$ cat src/rtl/piano_pkg.sv
// Shared note codes, FSM encoding, song ROMs and key/LED helpers for the piano
// note-sourcing stage.
package piano_pkg;

   localparam logic [3:0] NOTE_REST = 4'd0;
   localparam logic [3:0] NOTE_C    = 4'd1;
   localparam logic [3:0] NOTE_D    = 4'd2;
   localparam logic [3:0] NOTE_E    = 4'd3;
   localparam logic [3:0] NOTE_F    = 4'd4;
   localparam logic [3:0] NOTE_G    = 4'd5;
   localparam logic [3:0] NOTE_A    = 4'd6;
   localparam logic [3:0] NOTE_B    = 4'd7;
   localparam logic [3:0] NOTE_C2   = 4'd8;

   localparam int ODE_LEN    = 15;
   localparam int DOREMI_LEN = 7;

   typedef enum logic [1:0] {
      S_IDLE  = 2'd0,
      S_PLAY  = 2'd1,
      S_GAP   = 2'd2,
      S_LEARN = 2'd3
   } state_e;

   typedef enum logic {
      SONG_ODE    = 1'b0,
      SONG_DOREMI = 1'b1
   } song_e;

   function automatic int song_len(song_e song);
      return (song == SONG_ODE) ? ODE_LEN : DOREMI_LEN;
   endfunction

   // Out-of-range indices read as a rest so a stray step can never sound a note.
   function automatic logic [3:0] song_note(song_e song, int idx);
      logic [3:0] n;
      n = NOTE_REST;
      if (song == SONG_ODE) begin
         case (idx)
            0:       n = NOTE_E;
            1:       n = NOTE_E;
            2:       n = NOTE_F;
            3:       n = NOTE_G;
            4:       n = NOTE_G;
            5:       n = NOTE_F;
            6:       n = NOTE_E;
            7:       n = NOTE_D;
            8:       n = NOTE_C;
            9:       n = NOTE_C;
            10:      n = NOTE_D;
            11:      n = NOTE_E;
            12:      n = NOTE_E;
            13:      n = NOTE_D;
            14:      n = NOTE_D;
            default: n = NOTE_REST;
         endcase
      end else begin
         case (idx)
            0:       n = NOTE_C;
            1:       n = NOTE_D;
            2:       n = NOTE_E;
            3:       n = NOTE_C;
            4:       n = NOTE_E;
            5:       n = NOTE_C;
            6:       n = NOTE_E;
            default: n = NOTE_REST;
         endcase
      end
      return n;
   endfunction

   // sw[7] is the lowest key; when several keys are down, sw[7] side wins.
   function automatic logic [3:0] sw_decode(logic [7:0] sw);
      logic [3:0] n;
      n = NOTE_REST;
      if (sw[7])      n = NOTE_C;
      else if (sw[6]) n = NOTE_D;
      else if (sw[5]) n = NOTE_E;
      else if (sw[4]) n = NOTE_F;
      else if (sw[3]) n = NOTE_G;
      else if (sw[2]) n = NOTE_A;
      else if (sw[1]) n = NOTE_B;
      else if (sw[0]) n = NOTE_C2;
      return n;
   endfunction

   function automatic logic [7:0] note_onehot(logic [3:0] code);
      logic [7:0] oh;
      oh = 8'h00;
      case (code)
         NOTE_C:  oh = 8'h80;
         NOTE_D:  oh = 8'h40;
         NOTE_E:  oh = 8'h20;
         NOTE_F:  oh = 8'h10;
         NOTE_G:  oh = 8'h08;
         NOTE_A:  oh = 8'h04;
         NOTE_B:  oh = 8'h02;
         NOTE_C2: oh = 8'h01;
         default: oh = 8'h00;
      endcase
      return oh;
   endfunction

endpackage

$ cat src/rtl/btn_edge.sv
// Rising-edge detector for a raw button level: one history flop and an AND-NOT.
module btn_edge (
   input  logic clk_i,
   input  logic rst_i,
   input  logic btn_i,
   output logic rise_o
);

   logic hist_q;

   always_ff @(posedge clk_i or posedge rst_i) begin
      if (rst_i) hist_q <= 1'b0;
      else       hist_q <= btn_i;
   end

   assign rise_o = btn_i & ~hist_q;

endmodule

$ cat src/rtl/song_sequencer.sv
// Note source for the tone generator: free play from switches, auto-play of a
// stored song, or learn mode where each stored note must be pressed in turn.
module song_sequencer
   import piano_pkg::*;
#(
   parameter int NOTE_TICKS = 12_500_000,
   parameter int GAP_TICKS  = 1_250_000,
   parameter int IDX_W      = 5
) (
   input  logic             CLK,
   input  logic             RESET,
   input  logic             ODE_TO_JOY_AUTO,
   input  logic             DOREMI_AUTO,
   input  logic             DOREMI_LEARN,
   input  logic [7:0]       sw,
   output logic [3:0]       note,
   output logic [7:0]       Led,
   output logic [IDX_W-1:0] step,
   output logic             busy,
   output logic             done,
   output logic             mistake,
   output logic [1:0]       dbg_state
);

   localparam int MAX_TICKS = (NOTE_TICKS > GAP_TICKS) ? NOTE_TICKS : GAP_TICKS;
   localparam int CNT_W     = $clog2(MAX_TICKS);
   localparam logic [CNT_W-1:0] NOTE_LAST = CNT_W'(NOTE_TICKS - 1);
   localparam logic [CNT_W-1:0] GAP_LAST  = CNT_W'(GAP_TICKS - 1);

   state_e           state_q;
   song_e            song_q;
   logic [IDX_W-1:0] step_q;
   logic [CNT_W-1:0] cnt_q;
   logic             armed_q;
   logic [3:0]       note_q;
   logic [7:0]       led_q;
   logic             done_q;
   logic             mistake_q;

   logic             ode_rise;
   logic             dra_rise;
   logic             drl_rise;
   logic [3:0]       play_note_d;
   logic [7:0]       learn_hint_d;
   logic             last_step_d;

   btn_edge u_ode_edge (
      .clk_i  (CLK),
      .rst_i  (RESET),
      .btn_i  (ODE_TO_JOY_AUTO),
      .rise_o (ode_rise)
   );

   btn_edge u_dra_edge (
      .clk_i  (CLK),
      .rst_i  (RESET),
      .btn_i  (DOREMI_AUTO),
      .rise_o (dra_rise)
   );

   btn_edge u_drl_edge (
      .clk_i  (CLK),
      .rst_i  (RESET),
      .btn_i  (DOREMI_LEARN),
      .rise_o (drl_rise)
   );

   assign play_note_d  = song_note(song_q, int'(step_q));
   assign learn_hint_d = note_onehot(song_note(SONG_DOREMI, int'(step_q)));
   assign last_step_d  = (int'(step_q) == song_len(song_q) - 1);

   // Outputs are registered from the current state, so note lags the state by
   // one cycle uniformly and every auto-play note keeps its full duration.
   always_ff @(posedge CLK or posedge RESET) begin
      if (RESET) begin
         state_q   <= S_IDLE;
         song_q    <= SONG_ODE;
         step_q    <= '0;
         cnt_q     <= '0;
         armed_q   <= 1'b1;
         note_q    <= NOTE_REST;
         led_q     <= 8'h00;
         done_q    <= 1'b0;
         mistake_q <= 1'b0;
      end else begin
         done_q    <= 1'b0;
         mistake_q <= 1'b0;
         if (sw == 8'h00) armed_q <= 1'b1;

         case (state_q)
            S_IDLE: begin
               note_q <= sw_decode(sw);
               led_q  <= 8'h00;
               if (ode_rise) begin
                  song_q  <= SONG_ODE;
                  state_q <= S_PLAY;
                  step_q  <= '0;
                  cnt_q   <= '0;
               end else if (dra_rise) begin
                  song_q  <= SONG_DOREMI;
                  state_q <= S_PLAY;
                  step_q  <= '0;
                  cnt_q   <= '0;
               end else if (drl_rise) begin
                  song_q  <= SONG_DOREMI;
                  state_q <= S_LEARN;
                  step_q  <= '0;
                  cnt_q   <= '0;
               end
            end

            S_PLAY: begin
               note_q <= play_note_d;
               led_q  <= 8'h00;
               if (cnt_q == NOTE_LAST) begin
                  cnt_q   <= '0;
                  state_q <= S_GAP;
               end else begin
                  cnt_q <= cnt_q + 1'b1;
               end
            end

            S_GAP: begin
               note_q <= NOTE_REST;
               led_q  <= 8'h00;
               if (cnt_q == GAP_LAST) begin
                  cnt_q <= '0;
                  if (last_step_d) begin
                     state_q <= S_IDLE;
                     done_q  <= 1'b1;
                  end else begin
                     step_q  <= step_q + 1'b1;
                     state_q <= S_PLAY;
                  end
               end else begin
                  cnt_q <= cnt_q + 1'b1;
               end
            end

            S_LEARN: begin
               note_q <= sw_decode(sw);
               led_q  <= learn_hint_d;
               // One judgement per key press; the player must release all keys to re-arm.
               if (sw != 8'h00 && armed_q) begin
                  armed_q <= 1'b0;
                  if (sw == learn_hint_d) begin
                     if (last_step_d) begin
                        state_q <= S_IDLE;
                        done_q  <= 1'b1;
                     end else begin
                        step_q <= step_q + 1'b1;
                     end
                  end else begin
                     mistake_q <= 1'b1;
                  end
               end
            end

            default: state_q <= S_IDLE;
         endcase
      end
   end

   assign note      = note_q;
   assign Led       = led_q;
   assign step      = step_q;
   assign busy      = (state_q != S_IDLE);
   assign done      = done_q;
   assign mistake   = mistake_q;
   assign dbg_state = state_q;

endmodule

$ cat config.mk
export PLATFORM = sky130hd
export DESIGN_NAME = song_sequencer
export DESIGN_NICKNAME = d
export VERILOG_FILES = /design/src/rtl/piano_pkg.sv /design/src/rtl/btn_edge.sv /design/src/rtl/song_sequencer.sv
export SDC_FILE = /design/constraint.sdc
export NUM_CORES = 1
export LEC_CHECK = 0
export ABC_AREA = 0
export BUFFER_PORTS_ARGS = -buffer_cell sky130_fd_sc_hd__buf_4
export CORE_MARGIN = 3
export CORE_UTILIZATION = 55
export DETAILED_ROUTE_END_ITERATION = 12
export PLACE_DENSITY = 0.81
export REMOVE_ABC_BUFFERS = 1
export SLEW_MARGIN = 5
export SYNTH_ARGS = -nofsm -noshare
export SYNTH_HDL_FRONTEND = slang
export SYNTH_SLANG_ARGS = --single-unit
$ cat constraint.sdc
create_clock -name CLK -period 4.1 [get_ports CLK]
set_input_delay 0.615 -clock CLK [delete_from_list [all_inputs] [get_ports CLK]]
set_output_delay 0.615 -clock CLK [all_outputs]
set_load 0.005 [all_outputs]
==> Yosys cells after proc, flatten, opt, wreduce, memory -nomap -nowiden <==
Memory sizes are Yosys's and may differ from the RTL's.
Cells that the tools add are included.
{ "totals": {"register_bits": 50, "latchBits": 0, "ramBits": 0, "rom_bits": 176, "inputBits": 13, "out_inout_bits": 22, "wordCells": 111, "mem_count": 2} }
{ "op_classes": {"addsub": 3, "n_mul": 0, "div_mod_pow": 0, "order_cmp": 0, "n_eq_ne": 19, "n_shift": 0, "muxes": 52, "bitwise_logic": 6, "n_reduce_logical": 17} }
{ "memory_table": {"columns": ["name", "depth", "word_bits", "read_ports", "rd_ports_with_merged_regs", "write_ports", "line_no", "source"], "rows": [
  ["(name not given)", 16, 8, 1, 0, 0, "piano_pkg.sv:90", "case (code)"],
  ["(name not given)", 16, 3, 1, 0, 0, "piano_pkg.sv:39", "case (idx)"]
]} }
{ "op_table": {"columns": ["operator", "count"], "rows": [
  ["two-way mux 24 bit", 5],
  ["case mux 24 bit (3 select lines)", 1],
  ["two-way mux 4 bit", 11],
  ["two-way mux 5 bit", 7],
  ["adder 24 x 1 -> 24 bit (second input constant)", 1],
  ["equality test 24 x 21 -> 1 bit (second input constant)", 1],
  ["equality test 24 bit (second input constant)", 1],
  ["two-way mux 2 bit", 8],
  ["case mux 8 bit (2 select lines)", 1],
  ["equality test 5 x 3 -> 1 bit (second input constant)", 3],
  ["case mux 5 bit (3 select lines)", 1],
  ["two-way mux 1 bit", 14],
  ["case mux 4 bit (3 select lines)", 1],
  ["equality test 5 x 2 -> 1 bit (second input constant)", 2],
  ["inequality test 2 bit (second input constant)", 5],
  ["nonzero test 3 bit", 3],
  ["OR reduction 3 bit", 3],
  ["equality test 8 bit", 1],
  ["zero test 8 bit", 1],
  ["case mux 2 bit (4 select lines)", 1],
  ["nonzero test 8 bit", 1],
  ["equality test 6 x 5 -> 1 bit", 1],
  ["case mux 2 bit (3 select lines)", 1],
  ["AND reduction 6 bit", 1],
  ["other kinds (16)", 22]
]} }

==> Depth between registers and ports, before layout <==
{ "logic_depth": {"depth_word": 9, "ltp_mapped": 8, "depth_no_buf": 8} }

==> Cells and area by module <==
A second synthesis with hierarchy kept.
{ "hier_totals": {"cells_unflattened": 298, "area_unflattened_um2": 2807.7} }
{ "by_module_without_submodules": {"columns": ["module", "instances", "cells_each", "area_each_um2", "seq_area_each_um2"], "rows": [
  ["song_sequencer", 1, 289, 2680.1, 1052.3],
  ["btn_edge", 3, 3, 42.5, 25.0]
]} }

==> Worst setup path after synthesis <==
OpenSTA, ideal clock, no wires.
{ "synth_timing": {"path_type": "register to register", "startpoint": "register step_q[0], in the netlist step[0]", "endpoint": "register state_q[0], in the netlist dbg_state[0]", "setup_ns": 0.079, "arrival_ns": 2.653, "t_required_ns": 4.021, "path_slack_ns": 1.368, "stages_incl_launch_ff": 9, "n_path_buf": 0, "synth_period_minus_slack_ns": 2.732, "cell_sequence": "dfrtp_1 inv_1 ha_1 or3_1 o41ai_1 nor4bb_1 a31oi_1 a2111oi_4 mux2i_1"} }
{ "synth_via": {"elab_chain_len": 7, "word_cells_on_any_way": 19, "cone_classes": "eq/ne (10); mux (4); reduce/logical (4); memory (1)"} }
{ "synth_rtl": {"columns": ["element", "line_no", "source"], "rows": [
  ["start: declaration", "song_sequencer.sv:32", "logic [IDX_W-1:0] step_q;"],
  ["start signal: assignment", "song_sequencer.sv:132", "step_q <= step_q + 1'b1;"],
  ["start signal: assignment", "song_sequencer.sv:151", "step_q <= step_q + 1'b1;"],
  ["equality test 5 x 3 -> 1 bit, or another cell as far along", "piano_pkg.sv:58", "case (idx)"],
  ["OR reduction 3 bit (no line)", null, null],
  ["case mux 2 bit (3 select lines)", "piano_pkg.sv:58", null],
  ["memory (16 x 8 bit)", null, null],
  ["equality test 8 bit", "song_sequencer.sv:146", "if (sw == learn_hint_d) begin"],
  ["inequality test 2 bit (no line)", null, null],
  ["AND reduction 6 bit (no line)", null, null],
  ["end signal: assignment", "song_sequencer.sv:133", "state_q <= S_PLAY;"],
  ["end signal: assignment", "song_sequencer.sv:148", "state_q <= S_IDLE;"],
  ["end signal: assignment", "song_sequencer.sv:159", "default: state_q <= S_IDLE;"],
  ["end: declaration", "song_sequencer.sv:30", "state_e state_q;"]
]} }
Several ways; a longest one is shown, not always the timed one. The select of a mux whose other input is x is not followed.
A chain may end at the register's enable or synchronous reset.

==> Final worst setup path <==
{ "layout_timing": {"startpoint": "register step_q[0], in the netlist step[0]", "endpoint": "register state_q[1], in the netlist dbg_state[1]"} }
{ "layout_via": {"elab_chain_len": 7, "word_cells_on_any_way": 16, "cone_classes": "eq/ne (10); mux (1); reduce/logical (4); memory (1)"} }
{ "layout_rtl": {"columns": ["element", "line_no"], "rows": [
  ["equality test 5 x 3 -> 1 bit, or another cell as far along", "piano_pkg.sv:58"],
  ["OR reduction 3 bit (no line)", null],
  ["case mux 2 bit (3 select lines)", "piano_pkg.sv:58"],
  ["memory (16 x 8 bit)", null],
  ["equality test 8 bit", "song_sequencer.sv:146"],
  ["inequality test 2 bit (no line)", null],
  ["AND reduction 6 bit (no line) (*)", null]
]} }
Every way passes the cells marked *; elsewhere a longest branch is shown, timed or not.

==> summary.txt <==
Setup path
  – Maximum fanout along the worst path: 9
  – CP required: 4.33 ns
  – Worst EP arrival: 3.38 ns
  – Critical Path Source Type: flop
  – Crit. End Element: flop
  – Critical path type: reg -> reg

Drt
  – Drt wl/cell: 14.7 um
  – DRT antenna net count: 0
  – Initial drt markers: 159
  – Via density per instance: 5.83
  – Residual DRC: 0
  – Via count: 2,343
  – First-pass DRT Iterations: 4
  – Detailed Route WL: 5910 um

STA
  – Fin crit period: 3.14 ns
  – Rel. slew slack: 0.473
  – Setup TNS Final: 0 ns
  – Max-slew violations: 0
  – RSZ-0062 raised after global routing: false
  – Tcrit/Tclk final: 0.766
  – Worst slew pin tran: 0.790 ns
  – FMAX: 0.318 GHz
  – Fin Clk Skew: 0.00971 ns
  – Final setup violation count: 0
  – Final number of hold-violating endpoints: 0

Clock tree
  – Post-CTS resize count: 0
  – Clk slew on worst S/H paths: 0.08 ns
  – TritonCTS clock tree: built
  – CTS max path bufs: 2
  – Worst-Skew Late Latency: 0.31 ns
  – Num CTS Buffers: 5
  – Post-CTS Setup Repair Bufs: 0
  – # H-tree levels: 2
  – Clock root buffer: clkbuf_8
  – Clock sinks: 45
  – Hold_buf cts: 0

Synth
  – Part of the Yosys area used for sequential elements: 0.412
  – Main synth FF type: dfrtp_1
  – Cell taking the most area after synthesis: dfrtp_1
  – Synth Warn #: 0
  – Post-Syn Area: 2740 um^2
  – Area share of the largest cell type after synthesis: 0.403
  – FFs w/ async S/R, synth: 1.00
  – Unique masters post-synth: 51
  – Syn Inst Count: 305
  – Number of synthesized flops with an enable pin: 0
  – Post-Syn Area per Cell: 8.97 um^2
  – Flops & latches, synth: 45
  – Top post-synthesis cells by area: dfrtp_1 (40%), ha_1 (5.5%), xor2_1 (4.8%)

Global routing
  – GRT Total Usage: 0.214
  – Vias in the first global route: 2,193
  – Grt total ovfl: 0
  – GR Util met2: 0.326
  – Met1 usage: 0.295
  – Initial antenna violation count: 0
  – GR peak layer: met2
  – First-pass GRT wire length: 10,200 um
  – Met3 Use GR: 0.0532
  – Largest net degree at the start of global routing: 46

Die
  – DIE AREA: 5860 um^2
  – Number of placement rows: 25
  – Initial Util: 0.575
  – Area of the core: 4750 um^2
  – Die Y: 76.5 um
  – Chip width: 76.5 um
  – # IOs: 35

Placed design
  – Port Buf Inserts: 29
  – Placed cell count: 394
  – Placed cell areas: 2990 um^2
  – DP HPWL: 4360 um
  – Routability cong.: 0.905

Cells and area
  – Nets: 359
  – Final instance area: 3130 um^2
  – Non-filler instance count after layout: 402
  – Core Util, Final: 0.658
  – Share of layout cells above drive strength 1: 0.146
  – Diode count: 0
  – Area growth syn-to-layout: 14.3%

Pwr
  – Pleak: 1.37 nW
  – P per Cell Area: 578 nW/um^2
  – Max VDD drop: 539 uV

Run
  – Max_cap viols: 0

Outcome
  – Outcome: completed

Worst hold path
  – Worst min path class: in -> reg
==> flip-flops by register name, summed over array words and instances (netlist names), 2 cells and up <==
register,count
dbg_state,2
cnt_q,24
note,4
step,5
Led,3
==> layout make-up <==
| class | instances | area [um^2] |
|---|---|---|
| fillers | 411 | 1630 |
| multi-input cells | 230 | 1470 |
| clock buffers | 5 | 68.8 |
| repair buffers | 30 | 225 |
| clock inverters | 3 | 68.8 |
| inverters | 22 | 82.6 |
| well taps | 67 | 83.8 |
| flip-flops and latches | 45 | 1130 |
==> cells in the mapped netlist, types with 6 or more instances <==
| cell type | number |
|---|---|
| nand2b_1 | 9 |
| nor4_1 | 6 |
| inv_1 | 22 |
| xor2_1 | 15 |
| nand2_1 | 27 |
| o21ai_0 | 8 |
| buf_4 | 6 |
| or3_1 | 6 |
| a21oi_1 | 18 |
| nand4_1 | 12 |
| and3_1 | 7 |
| nor2_1 | 24 |
| ha_1 | 12 |
| o22ai_1 | 11 |
| nand3_1 | 18 |
| dfrtp_1 | 44 |
==> where the power goes <==
part | total, mW | internal, mW | switching, mW
clock network | 0.405 | 0.245 | 0.160
registers | 0.581 | 0.502 | 0.0787
logic | 0.820 | 0.324 | 0.496
==> worst paths after layout <==
path | to | slack, ns | depth (start not counted) | startpoint
hold / removal | u_dra_edge.hist_q | 0.42 | 1 | DOREMI_AUTO
setup / recovery | dbg_state[1] | 0.96 | 8 | step[0]
max in group asynchronous | step[4] | 3.27 | 3 | RESET
min in group asynchronous | cnt_q[2] | 0.43 | 3 | RESET
hold reg to reg | armed_q | 0.51 | 2 | armed_q
setup reg to reg | dbg_state[1] | 0.96 | 8 | step[0]
==> logic make-up (layout without fill, tap and decap cells) <==
kind of cell / after synthesis / after routing / synth area share
AND/OR/NAND/NOR: 134 / 134 / 0.260
AO/OA/AOI/OAI: 60 / 60 / 0.153
flip-flops: 45 / 45 / 0.412
buffers and inverters: 34 / 60 / 0.0558
XOR/XNOR: 16 / 16 / 0.0512
adder cells (fa/ha/maj): 12 / 12 / 0.0549
multiplexers: 3 / 3 / 0.0110
other: 1 / 5 / 0.00137
==> critical path, stage by stage (launching register included) <==
cell and delay (ns):
dfrtp_1 0.52, inv_1 0.15, ha_1 0.28, or3_1 0.35, o41ai_1 0.49, nor4bb_1 0.29, a31oi_1 0.30, a2111oi_4 0.47
mux2i_1 0.22
==> per-layer routing <==
layer  routed length [um]  vias up
li1                     -     1144
met1                 2770     1120
met2                 2740       71
met3                  322        8
met4                   76        0
met5                    0        -
==> cells in the final DEF (no fill, tap or decap), drive strengths merged, types with 2 or more instances in the layout <==
master,n
a21o,2
a21oi,18
a31oi,5
and3,7
and4,3
buf,30
bufinv,2
clkbuf,5
conb,5
dfrtp,44
ha,12
inv,22
mux2i,3
nand2,28
nand2b,9
nand3,18
nand4,12
nor2,25
nor2b,3
nor3,5
nor4,6
nor4bb,2
o21ai,8
o22a,2
o22ai,11
o311ai,2
o41ai,2
or2,3
or3,7
or4,2
xor2,15
==> stage by stage <==
| step | hold WS (ns) | power (mW) | setup WS (ns) |
|---|---|---|---|
| 2_1_floorplan | 0.476 | 1.14 | 1.37 |
| 3_3_place_gp | 0.493 | 1.39 | 1.10 |
| 3_5_place_dp | 0.502 | 1.40 | 1.01 |
| 4_1_cts | 0.413 | 1.80 | 0.960 |
| 5_1_grt | 0.407 | 1.93 | 0.694 |
| 6_report | 0.420 | 1.81 | 0.959 |
Power figures use the tool's default switching activity.
